[src/rtl/mem_port_arbiter.sv]
// mem_port_arbiter: shares the single memory port between fetch and data.
// Data wins ties; a saturating counter bounds how long fetch can starve.
module mem_port_arbiter #(
    parameter int ADDR_WIDTH   = 64,
    parameter int DATA_WIDTH   = 64,
    parameter int STARVE_LIMIT = 4
) (
    input  logic                    i_clk,
    input  logic                    i_arst_n,
    input  logic                    i_if_req,
    input  logic [ADDR_WIDTH-1:0]   i_if_addr,
    output logic                    o_if_gnt,
    output logic                    o_if_rvalid,
    output logic [DATA_WIDTH-1:0]   o_if_rdata,
    input  logic                    i_dm_req,
    input  logic                    i_dm_we,
    input  logic [ADDR_WIDTH-1:0]   i_dm_addr,
    input  logic [DATA_WIDTH-1:0]   i_dm_wdata,
    input  logic [DATA_WIDTH/8-1:0] i_dm_be,
    output logic                    o_dm_gnt,
    output logic                    o_dm_rvalid,
    output logic [DATA_WIDTH-1:0]   o_dm_rdata,
    output logic                    o_mem_req,
    output logic                    o_mem_we,
    output logic [ADDR_WIDTH-1:0]   o_mem_addr,
    output logic [DATA_WIDTH-1:0]   o_mem_wdata,
    output logic [DATA_WIDTH/8-1:0] o_mem_be,
    input  logic                    i_mem_gnt,
    input  logic                    i_mem_rvalid,
    input  logic [DATA_WIDTH-1:0]   i_mem_rdata
);

    localparam int BE_WIDTH  = DATA_WIDTH / 8;
    localparam int CNT_WIDTH = $clog2(STARVE_LIMIT + 1);
    localparam logic [CNT_WIDTH-1:0] LIMIT = CNT_WIDTH'(STARVE_LIMIT);

    typedef enum logic [1:0] {
        IDLE,
        REQ,
        RESP
    } state_t;

    state_t                 state_q, state_d;
    logic [CNT_WIDTH-1:0]   starve_q, starve_d;
    logic                   owner_dm_q, owner_dm_d;
    logic                   hold_we_q, hold_we_d;
    logic [ADDR_WIDTH-1:0]  hold_addr_q, hold_addr_d;
    logic [DATA_WIDTH-1:0]  hold_wdata_q, hold_wdata_d;
    logic [BE_WIDTH-1:0]    hold_be_q, hold_be_d;

    logic if_win;
    logic dm_win;
    logic mem_active;
    logic rsp_fire;

    // Pick a winner while idle; fetch only beats data once it has starved.
    always_comb begin
        if_win = 1'b0;
        dm_win = 1'b0;
        if (i_arst_n && state_q == IDLE) begin
            if (i_dm_req && (!i_if_req || starve_q < LIMIT)) begin
                dm_win = 1'b1;
            end else if (i_if_req) begin
                if_win = 1'b1;
            end
        end
    end

    // Next state, payload capture and starvation bookkeeping.
    always_comb begin
        state_d      = state_q;
        starve_d     = starve_q;
        owner_dm_d   = owner_dm_q;
        hold_we_d    = hold_we_q;
        hold_addr_d  = hold_addr_q;
        hold_wdata_d = hold_wdata_q;
        hold_be_d    = hold_be_q;
        unique case (state_q)
            IDLE: begin
                if (dm_win) begin
                    state_d      = REQ;
                    owner_dm_d   = 1'b1;
                    hold_we_d    = i_dm_we;
                    hold_addr_d  = i_dm_addr;
                    hold_wdata_d = i_dm_wdata;
                    hold_be_d    = i_dm_be;
                    if (!i_if_req) begin
                        starve_d = '0;
                    end else if (starve_q != LIMIT) begin
                        starve_d = starve_q + CNT_WIDTH'(1);
                    end
                end else if (if_win) begin
                    state_d      = REQ;
                    owner_dm_d   = 1'b0;
                    hold_we_d    = 1'b0;
                    hold_addr_d  = i_if_addr;
                    hold_wdata_d = '0;
                    hold_be_d    = '1;
                    starve_d     = '0;
                end
            end
            REQ: begin
                if (i_mem_gnt) begin
                    state_d = RESP;
                end
            end
            RESP: begin
                if (i_mem_rvalid) begin
                    state_d = IDLE;
                end
            end
            default: state_d = IDLE;
        endcase
    end

    // State and holding registers; reset abandons any in-flight access.
    always_ff @(posedge i_clk) begin
        if (!i_arst_n) begin
            state_q      <= IDLE;
            starve_q     <= '0;
            owner_dm_q   <= 1'b0;
            hold_we_q    <= 1'b0;
            hold_addr_q  <= '0;
            hold_wdata_q <= '0;
            hold_be_q    <= '0;
        end else begin
            state_q      <= state_d;
            starve_q     <= starve_d;
            owner_dm_q   <= owner_dm_d;
            hold_we_q    <= hold_we_d;
            hold_addr_q  <= hold_addr_d;
            hold_wdata_q <= hold_wdata_d;
            hold_be_q    <= hold_be_d;
        end
    end

    // Drive the memory port and route the response to its owner.
    always_comb begin
        mem_active  = i_arst_n && state_q == REQ;
        rsp_fire    = i_arst_n && state_q == RESP && i_mem_rvalid;
        o_if_gnt    = if_win;
        o_dm_gnt    = dm_win;
        o_mem_req   = mem_active;
        o_mem_we    = mem_active && hold_we_q;
        o_mem_addr  = mem_active ? hold_addr_q : '0;
        o_mem_wdata = mem_active ? hold_wdata_q : '0;
        o_mem_be    = mem_active ? hold_be_q : '0;
        o_if_rvalid = rsp_fire && !owner_dm_q;
        o_dm_rvalid = rsp_fire && owner_dm_q;
        o_if_rdata  = o_if_rvalid ? i_mem_rdata : '0;
        o_dm_rdata  = o_dm_rvalid ? i_mem_rdata : '0;
    end

endmodule

[config.mk]
export PLATFORM = sky130hd
export DESIGN_NAME = mem_port_arbiter
export DESIGN_NICKNAME = d
export VERILOG_FILES = /design/src/rtl/mem_port_arbiter.sv
export SDC_FILE = /design/constraint.sdc
export NUM_CORES = 1
export LEC_CHECK = 0
export BUFFER_PORTS_ARGS = -buffer_cell sky130_fd_sc_hd__buf_2
export CAP_MARGIN = 20
export CORE_AREA = 2 2 210 212
export DETAILED_ROUTE_END_ITERATION = 6
export DIE_AREA = 0 0 212 214
export HOLD_SLACK_MARGIN = 0.15
export SLEW_MARGIN = 5
export SYNTH_ARGS = -nofsm -noshare
export SYNTH_HDL_FRONTEND = slang
export SYNTH_SLANG_ARGS = --single-unit
[constraint.sdc]
create_clock -name i_clk -period 1.4 [get_ports i_clk]
set_input_delay 0.07 -clock i_clk [delete_from_list [all_inputs] [get_ports i_clk]]
set_output_delay 0.07 -clock i_clk [all_outputs]
set_load 0.01 [all_outputs]
==> results.yml, run 1 <==
worst_setup_path:
  crit_fanout: 7
  reg2reg_to: "hold_wdata_q[26]"
  timing.critical_path.buf_inv: 4
  max_stage_delay_ns: 0.39
  worstReg2RegStart: "state_q[0]"
  r2r_cells: 8
  critPathTopFamily: "buffers and inverters"
  startpoint_type: "flip-flop"
  cp_common_cell: "buf_6"
  critical_path_class: "flip-flop to primary output"
  slowest_stage: "dfxtp_4"
  cp_data_arrival_time_ns: 1.99
  worst_ep_required_time_ns: 1.33
  rrSetupSlack_ns: -0.64
  crit_chain: "buf_6 > nor4b_4 > buf_4 > bufbuf_16 > and2_4 > buf_6"
  cp-end-kind: "primary output"
detailed_routing:
  drtIter0Drc: 1138
  drt-total-wl_mm: 59.6
  firstDrtPassIters: 5
  vias: 12300
  drcViolationCount: 0
  routed_via_density: 4.98
  ant_nets: 0
  wl_per_cell_um: 24.2
clocking:
  numClockSinks: 143
  cts.path.max_buffers: 2
  htree_levels: 4
  clkTransAtPathRegs_ns: 0.07
  clkLatencyLatePin_ns: 0.46
  numCtsBuffers: 17
  root_buffer: "clkbuf_16"
  cts_tree: "built"
global_route:
  grt_pass1_wl_mm: 76.8
  gr-total-overflow: 0
  grt_usage_pct: 22.8
  grt_pass1_vias: 12100
  antenna_found_initial: 6
  grt_max_degree: 63
job:
  drv_cap: 0
timing:
  fin_crit_ns: 2.06
  report.final.hold_viol_count: 0
  fin_crit_sh_pct: 147
  drv_slew: 0
  finalWorstSetupSlack_ns: -0.656
  rsz0062_at_grt: "yes"
  fin_worst_skew_ns: 0.0120
  tightest_slew_ns: 0.423
  maxSlewHeadroom_pct: 71.7
  setup_violations: 412
  fmax_ghz: 0.486
hold_path:
  min_path_cells: 4
  min_to: "hold_addr_q[47]"
  hp-class: "input pin to flip-flop"
  hp-start: "i_arst_n"
pwr:
  pwr-share-seq_pct: 33.2
  p_leak_nw: 8.21
  comb_power_share_pct: 32.1
  swShare_pct: 31.0
  clockPowerShare_pct: 34.7
  ir_drop_mv: 0.722
  internal_power_mw: 9.51
  switchingPower_mw: 4.28
  cellPowerDensity_nw_per_um2: 739
synth:
  ys_ff_latch: 143
  netlist_area_um2: 7950
  yosysTopAreaCell: "dfxtp_1"
  syn_nets: 1306
  synth_cell_type_count: 34
  synth.yosys.warnings: 0
  synthDominantCellAreaShare_pct: 36.0
  yosysSeqAreaShare_pct: 36.0
  synth_cells: 1033
  postSynthAreaPerCell_um2: 7.70
  synth_top_cells_by_area: "dfxtp_1, and2_1, a311oi_1"
cells_and_area:
  drive_above_1_share_pct: 55.4
  fin_cells: 2464
  areaGrowthSynthToFinish_pct: 135
  final_area_um2: 18700
  layout.nets: 2135
floorplan:
  dieArea_um2: 45400
  die_w_um: 212
  floorplan.die.height_um: 214
  start_util_pct: 18.5
  placementRows: 76
  core_area_um2: 42900
  io_pins: 541
place:
  placed_area_um2: 12000
  io_buffers: 540
  place_hpwl_mm: 33.2
  dp_cells: 2135
  gp_congestion: 0.890
outcome:
  status: "complete, but fails checks"
  violations: "negative setup slack"
-- flip-flops by register name (all words and copies together) (netlist names) --
signal and cells:
hold_addr_q 64, hold_be_q 8, hold_wdata_q 64, hold_we_q 1
owner_dm_q 1, starve_q 3, state_q 2
-- per-stage QoR --
| step | hold slack [ns] | TNS, ns | power [mW] | setup WS, ns | utilization [%] |
|---|---|---|---|---|---|
| 6_report | 0.211 | -222.37 | 13.8 | -0.656 | 43.5 |
| 5_1_grt | 0.222 | -250.83 | 14.2 | -0.716 | 43.5 |
| 4_1_cts | 0.185 | -240.00 | 12.9 | -0.686 | 39.2 |
| 3_5_place_dp | 0.327 | -41.66 | 7.15 | -0.295 | 28.1 |
| 3_3_place_gp | 0.324 | -32.45 | 7.12 | -0.230 | 28.1 |
| 2_1_floorplan | 0.184 | -16.50 | 5.78 | -0.171 | - |
-- cell families after synthesis --
| logic type | Yosys count | share of synthesized area [%] |
|---|---|---|
| adders and majority gates | 2 | 0.315 |
| and+or+nand+nor | 550 | 37.3 |
| DFF | 143 | 36.0 |
| buffers and inverters | 125 | 7.21 |
| AOI/OAI and AO/OA | 213 | 19.2 |
-- cell type report --
cell class | instances | area (um^2)
fill | 3823 | 24200
timing repair buffer | 931 | 8850
multi-input combinational | 765 | 5590
sequential | 143 | 2870
tap | 585 | 732
clock buffer | 18 | 429
clock inverter | 14 | 166
inverter | 4 | 22.5
antenna | 4 | 10.0
-- power groups by stage --
stage,registers [mW],logic (mW),clock network (mW)
final,4.58,4.43,4.78
after global routing,4.61,4.63,5.00
after CTS,4.56,3.49,4.83
after detailed placement,4.64,2.51,0
after global placement,4.63,2.49,0
after floorplan,4.57,1.21,0
-- per-layer routing --
metal  up-vias  routed length, um  GRT usage [%]
li1       5282                  -              -
met1      5825              20700           24.1
met5         -                 12              0
met3       260               4730           5.12
met4         2               4560           15.2
met2       906              29600           40.4
-- worst max path at each step --
stage / from / endpoint / slack (ns) / depth (start not counted)
2_1_floorplan: state_q[0] / hold_be_q[2] / -0.17 / 6
3_3_place_gp: state_q[0] / o_if_rdata[22] / -0.23 / 5
3_5_place_dp: state_q[1] / o_if_rdata[11] / -0.30 / 5
4_1_cts: state_q[0] / o_if_rdata[40] / -0.69 / 6
5_1_grt: state_q[1] / o_if_rdata[13] / -0.72 / 6
6_report: state_q[1] / o_if_rdata[13] / -0.66 / 6
-- timing repair --
action | CTS | global route
setup endpoints to repair | 408 | 412
hold buffers | 206 | 0
resized for setup | 317 | 300
pin swaps | 71 | 69
setup buffers | 38 | 15
endpoints found under the hold margin | 143 | 0
gates cloned | 18 | 25
-- synth_stat cells --
| master | instances |
|---|---|
| nand3b_1 | 2 |
| inv_1 | 2 |
| nor3b_2 | 1 |
| nor2b_1 | 1 |
| buf_2 | 29 |
| nor4b_1 | 1 |
| o31ai_1 | 1 |
| nand3_1 | 68 |
| ha_1 | 2 |
| clkinv_1 | 2 |
| nor2_1 | 4 |
| o311a_1 | 8 |
| nand4bb_1 | 1 |
| or3b_1 | 1 |
| buf_1 | 13 |
| a21oi_1 | 68 |
| a21boi_1 | 1 |
| nor3_1 | 63 |
| and4bb_2 | 1 |
| and2_1 | 265 |
| nand4_1 | 1 |
| a21bo_2 | 1 |
| buf_6 | 8 |
| o21ai_0 | 2 |
| a311oi_1 | 63 |
| clkbuf_1 | 69 |
| nor4bb_1 | 1 |
| o211ai_1 | 67 |
| or3_1 | 8 |
| a31oi_1 | 1 |
| o32ai_1 | 1 |
| dfxtp_1 | 143 |
| nand2_1 | 132 |
| buf_4 | 2 |
-- worst reg2reg max path: cells and delay by family, from the launching register on --
family	cells	cell delay, ns
flip-flops	1	0.33
buffers and inverters	5	0.77
AO/OA/AOI/OAI	2	0.32
AND/OR/NAND/NOR	1	0.52
-- cell usage in the layout (no fill, tap or decap), types with 15 or more instances in the layout --
cell / instances
nand2_1: 130
buf_6: 217
and2_1: 68
a311oi_1: 52
buf_4: 78
dfxtp_1: 140
nor3_4: 19
and2_4: 197
o211ai_1: 67
nor3_2: 33
buf_2: 333
clkbuf_16: 37
dlygate4sd3_1: 206
buf_12: 47
a21oi_1: 68
buf_16: 15
nand3_1: 67
Note: power is estimated with default switching activity, not from simulation.
==> inputs of run 2 (changes only) <==
--- a/config.mk
+++ b/config.mk
@@ -7,9 +7,10 @@
 export LEC_CHECK = 0
 export BUFFER_PORTS_ARGS = -buffer_cell sky130_fd_sc_hd__buf_2
 export CAP_MARGIN = 20
-export CORE_AREA = 2 2 210 212
+export CORE_AREA = 2 2 213 215
+export CTS_BUF_LIST = sky130_fd_sc_hd__clkbuf_4
 export DETAILED_ROUTE_END_ITERATION = 6
-export DIE_AREA = 0 0 212 214
+export DIE_AREA = 0 0 215 217
 export HOLD_SLACK_MARGIN = 0.15
 export SLEW_MARGIN = 5
 export SYNTH_ARGS = -nofsm -noshare
==> run 2 against run 1 <==
The run still ends with negative setup slack left. Count of clock-buffer cells in the layout down 1. Sequential power about the same. Worst hold slack gained 0.069 ns. Largest cell class unchanged. Critical path depth grew 1. Critical endpoint is now o_if_rdata[63]. Via count up 4.8%. Clock skew is 0.011 ns higher. Fmax shrank 12%.
==> results.yml, run 2 (synthesized netlist as in run 1, its figures left out) <==
floorplan:
  io_pins: 541
  dieArea_um2: 46700
  start_util_pct: 17.8
  core_area_um2: 44700
  placementRows: 78
  floorplan.die.height_um: 217
  die_w_um: 215
timing:
  fin_worst_skew_ns: 0.0228
  report.final.hold_viol_count: 0
  finalWorstSetupSlack_ns: -0.943
  setup_violations: 412
  fin_crit_sh_pct: 167
  drv_slew: 0
  fin_crit_ns: 2.34
  fmax_ghz: 0.427
  tightest_slew_ns: 0.461
  rsz0062_at_grt: "yes"
  maxSlewHeadroom_pct: 69.3
cells_and_area:
  areaGrowthSynthToFinish_pct: 141
  final_cell_mix: "buf_2, dlygate4sd3_1, buf_6, and2_4, dfxtp_1"
  post-route-util_pct: 42.9
  final_common_cell: "buf_2"
  largestRegisters: "hold_addr_q x64, hold_wdata_q x64, hold_be_q x8"
  layout.nets: 2235
  drive_above_1_share_pct: 50.8
  nFillCells: 4033
place:
  place_hpwl_mm: 30.3
  gp_congestion: 0.989
  io_buffers: 540
  pre_cts_ws_ns: -0.261
pwr:
  cellPowerDensity_nw_per_um2: 629
  p_leak_nw: 8.58
  ir_drop_mv: 0.681
  total_power_mw: 12.1
global_route:
  gr-total-overflow: 0
  grt_max_degree: 76
  grt_usage_pct: 19.4
  grt_pass1_wl_mm: 69.3
  grt_pass1_vias: 11800
  antenna_found_initial: 9
worst_setup_path:
  slowest_stage: "dfxtp_4"
  crit_chain: "buf_4 > nor4b_4 > buf_6 > buf_12 > clkbuf_16 > and2_1 > buf_2"
  startpoint_type: "flip-flop"
  cp_data_arrival_time_ns: 2.27
  max_stage_delay_ns: 0.39
  cp-end-kind: "primary output"
  worst_ep_required_time_ns: 1.33
  critical_path_class: "flip-flop to primary output"
  crit_fanout: 9
clocking:
  cts.path.max_buffers: 2
  numClockSinks: 143
  numCtsBuffers: 17
  root_buffer: "clkbuf_4"
  cts_tree: "built"
  clkTransAtPathRegs_ns: 0.16
  htree_levels: 4
  clkLatencyLatePin_ns: 0.71
outcome:
  status: "complete, but fails checks"
  violations: "negative setup slack"
detailed_routing:
  drt-total-wl_mm: 62.0
  drcViolationCount: 0
  ant_nets: 0
  drtIter0Drc: 1270
  vias: 12900
  wl_per_cell_um: 24.0
  firstDrtPassIters: 5
  routed_via_density: 4.98
hold_path:
  hp-class: "input pin to flip-flop"
job:
  drv_cap: 0
run 2: cell count changes in the layout (fill, tap and decap cells not counted), sizes merged, moves of 4 or more:
cell,before,now
dlygate4sd3,206,350
buf,704,647
clkbuf,38,51
clkinv,10,3
inv,4,11
clkinvlp,1,5
diode,4,8
run 2: cell type report:
cell class | instances | area [um^2] | area share (%)
Clock buffer | 17 | 128 | 0.665
Inverter | 4 | 21.3 | 0.111
Antenna cell | 8 | 20.0 | 0.104
Tap cell | 600 | 751 | 3.91
Multi-Input combinational cell | 765 | 5880 | 30.6
Clock inverter | 15 | 125 | 0.652
Sequential cell | 143 | 2870 | 15.0
Timing Repair Buffer | 1031 | 9400 | 49.0
run 2: power by group:
| group | switching [mW] | total [mW] | internal, mW | leakage (nW) |
|---|---|---|---|---|
| Sequential | 0.201 | 4.59 | 4.39 | 1.17 |
| Clock | 2.00 | 2.75 | 0.753 | 0.129 |
| Combinational | 2.28 | 4.74 | 2.45 | 7.27 |
run 2: worst paths after layout:
kind	from	end	slack, ns	depth (start not counted)
max	state_q[0]	o_if_rdata[63]	-0.94	7
min reg2reg	hold_addr_q[51]	hold_addr_q[51]	0.49	2
max reg2reg	state_q[0]	hold_be_q[3]	-0.42	5
min	i_dm_addr[37]	hold_addr_q[37]	0.28	4
run 2: critical path: cells and delay by family, from the launching register on:
kind | cells | cell delay [ns]
buf+inv | 5 | 0.75
flops | 1 | 0.39
simple gates | 2 | 0.39
run 2: repair_timing:
action,4_1_cts,5_1_grt
setup endpoints to repair,410,412
cloned,2,48
hold buffers,350,0
resized for setup,84,515
endpoints found under the hold margin,143,0
buffers inserted,5,22
pin swaps,30,106
run 2: metal layers:
| layer | wire length [um] | vias to the layer above | GRT usage, % |
|---|---|---|---|
| met5 | 23 | - | 0 |
| li1 | - | 5499 | - |
| met4 | 5060 | 4 | 15.4 |
| met1 | 22700 | 6071 | 20.9 |
| met3 | 4970 | 289 | 4.65 |
| met2 | 29200 | 1002 | 33.0 |
run 2: metrics by stage:
step | hold WS [ns] | std cells | TNS (ns) | instance area (um^2)
after floorplan | 0.184 | 1033 | -16.50 | 8050
after global placement | 0.295 | 2116 | -35.38 | 11700
after detailed placement | 0.301 | 2116 | -45.48 | 11700
after CTS | 0.158 | 2505 | -272.92 | 15800
after global routing | 0.223 | 2581 | -306.14 | 19200
final | 0.280 | 2583 | -264.49 | 19200
==> inputs of run 3 (changes only) <==
--- a/config.mk
+++ b/config.mk
@@ -12,6 +12,7 @@
 export DETAILED_ROUTE_END_ITERATION = 6
 export DIE_AREA = 0 0 215 217
 export HOLD_SLACK_MARGIN = 0.15
+export PLACE_DENSITY = 0.52
 export SLEW_MARGIN = 5
 export SYNTH_ARGS = -nofsm -noshare
 export SYNTH_HDL_FRONTEND = slang
==> run 3 against run 2 <==
The flow still finishes with violations (negative setup slack). Sequential cell count did not move. Fmax rose by 5.4%. Setup slack improved by 0.12 ns. Non-clock buffer count fell by 62. First-iteration DRC count fell by 38%. Sequential share of layout area rose by 0.73 points. Cell area fell by 4.8%. Largest cell class unchanged.
==> results.yml, run 3 (synthesized netlist as in run 1, its figures left out) <==
clocking:
  clkTransAtPathRegs_ns: 0.14
  numCtsBuffers: 17
  numClockSinks: 143
  cts.path.max_buffers: 2
  root_buffer: "clkbuf_4"
  cts_tree: "built"
  htree_levels: 4
  clkLatencyLatePin_ns: 0.65
  postCtsHoldBufs: 281
detailed_routing:
  vias: 12100
  routed_via_density: 4.79
  met3_wirelength_mm: 3.58
  wl_met1_mm: 20.1
  met2_length_mm: 28.2
  top_layer_used: "met5"
  ant_nets: 0
  drtIter0Drc: 789
  drcViolationCount: 0
  firstDrtPassIters: 6
  wl_per_cell_um: 22.2
  drt-total-wl_mm: 55.8
pwr:
  cellPowerDensity_nw_per_um2: 643
  swShare_pct: 33.7
  switchingPower_mw: 3.95
  comb_power_share_pct: 36.7
  internal_power_mw: 7.79
  clockPowerShare_pct: 24.2
  total_power_mw: 11.7
  ir_drop_mv: 0.527
  p_leak_nw: 8.03
  pwr-share-seq_pct: 39.1
outcome:
  violations: "negative setup slack"
  status: "complete, but fails checks"
worst_setup_path:
  rrSetupSlack_ns: -0.46
  crit_end: "o_mem_wdata[29]"
  startpoint: "state_q[0]"
  worstReg2RegStart: "state_q[1]"
  r2r_cells: 5
  cp-end-kind: "primary output"
  startpoint_type: "flip-flop"
  worst_ep_required_time_ns: 1.33
  critical_path_class: "flip-flop to primary output"
  max_stage_delay_ns: 0.41
  crit_chain: "buf_6 > nand2_4 > nor2_4 > buf_12 > buf_12 > buf_4 > clkbuf_16 > and2_1 > buf_6"
  reg2reg_to: "hold_be_q[7]"
  cp_data_arrival_time_ns: 2.15
  slowest_stage: "dfxtp_4"
  crit_fanout: 8
global_route:
  antenna_found_initial: 6
  grt_pass1_vias: 11300
  grt_pass1_wl_mm: 69.5
  gr-total-overflow: 0
  grt_usage_pct: 19.7
  grt_max_degree: 66
timing:
  tightest_slew_ns: 0.408
  report.final.hold_viol_count: 0
  fin_crit_sh_pct: 159
  maxSlewHeadroom_pct: 72.7
  fin_worst_skew_ns: 0.0164
  fmax_ghz: 0.450
  fin_crit_ns: 2.22
  drv_slew: 0
  finalWorstSetupSlack_ns: -0.823
  setup_violations: 412
  rsz0062_at_grt: "yes"
cells_and_area:
  post-route-util_pct: 40.9
  areaGrowthSynthToFinish_pct: 130
  final_cell_mix: "buf_2, dlygate4sd3_1, buf_6, and2_4, dfxtp_1"
  largestRegisters: "hold_addr_q x64, hold_wdata_q x64, hold_be_q x8"
  drive_above_1_share_pct: 49.8
  layout.nets: 2175
  nFillCells: 4283
  final_common_cell: "buf_2"
hold_path:
  hp-class: "input pin to flip-flop"
floorplan:
  dieArea_um2: 46700
  io_pins: 541
  start_util_pct: 17.8
  core_area_um2: 44700
  floorplan.die.height_um: 217
  die_w_um: 215
  placementRows: 78
place:
  place_hpwl_mm: 33.0
  io_buffers: 540
  pre_cts_ws_ns: -0.312
  gp_congestion: 0.987
job:
  drv_cap: 0
==> run 3: cell types whose count changed in the layout (fill, tap and decap cells not counted), moves of 28 or more <==
cell / change
buf_6: +43
a311oi_2: -33
nand2_4: -34
nand2_1: +39
buf_2: -28
dlygate4sd3_1: -69
a311oi_1: +35
==> run 3: timing repair <==
action                                  CTS  global route
buffers inserted                         13            32
pin swaps                                17           141
resized for setup                        98           421
hold endpoints to repair                143             3
gates cloned                             10            32
endpoints found under the setup margin  411           412
==> run 3: per-layer routing <==
layer	up-vias	global-route usage, %
met5	-	0
met4	6	11.4
met3	206	4.30
met2	716	35.3
met1	5781	21.4
li1	5364	-
==> run 3: power groups by stage <==
stage / logic [mW] / registers (mW) / clock network (mW)
5_1_grt: 4.54 / 4.62 / 3.10
3_3_place_gp: 2.43 / 4.63 / 0
4_1_cts: 3.32 / 4.56 / 2.99
2_1_floorplan: 1.21 / 4.57 / 0
6_report: 4.31 / 4.59 / 2.84
3_5_place_dp: 2.44 / 4.64 / 0
==> run 3: per-stage QoR <==
step                hold WS (ns)  cells  cell area [um^2]  setup TNS, ns
finish                     0.131   2518             18300        -240.70
global route              0.0785   2517             18300        -286.79
CTS                        0.150   2456             15700        -261.87
global placement           0.303   2121             11800         -37.41
detailed placement         0.298   2121             11800         -55.77
floorplan                  0.184   1033              8050         -16.50
==> run 3: worst min path at each step <==
stage / endpoint / from / cells past startpoint / slack [ns]
global placement: state_q[0] / i_mem_gnt / 2 / 0.30
global route: hold_be_q[0] / i_arst_n / 4 / 0.08
floorplan: state_q[0] / i_mem_gnt / 1 / 0.18
detailed placement: state_q[0] / i_mem_gnt / 2 / 0.30
CTS: hold_addr_q[18] / i_if_addr[18] / 4 / 0.15
finish: hold_be_q[0] / i_arst_n / 4 / 0.13
==> run 3: area by class of cell <==
cell class	instances	area [um^2]	share of cell area, %
antenna	4	10.0	0.0548
clock inverter	13	140	0.767
inverter	4	21.3	0.116
clock buffer	18	135	0.740
sequential	143	2870	15.7
tap	600	751	4.11
multi-input combinational	767	5390	29.5
timing repair buffer	969	8960	49.0
==> run 3: worst max-delay path: cells and delay by family (launching register included) <==
kind | cells | cell delay, ns
buffers and inverters | 6 | 0.78
flip-flops | 1 | 0.41
AND/OR/NAND/NOR | 3 | 0.32
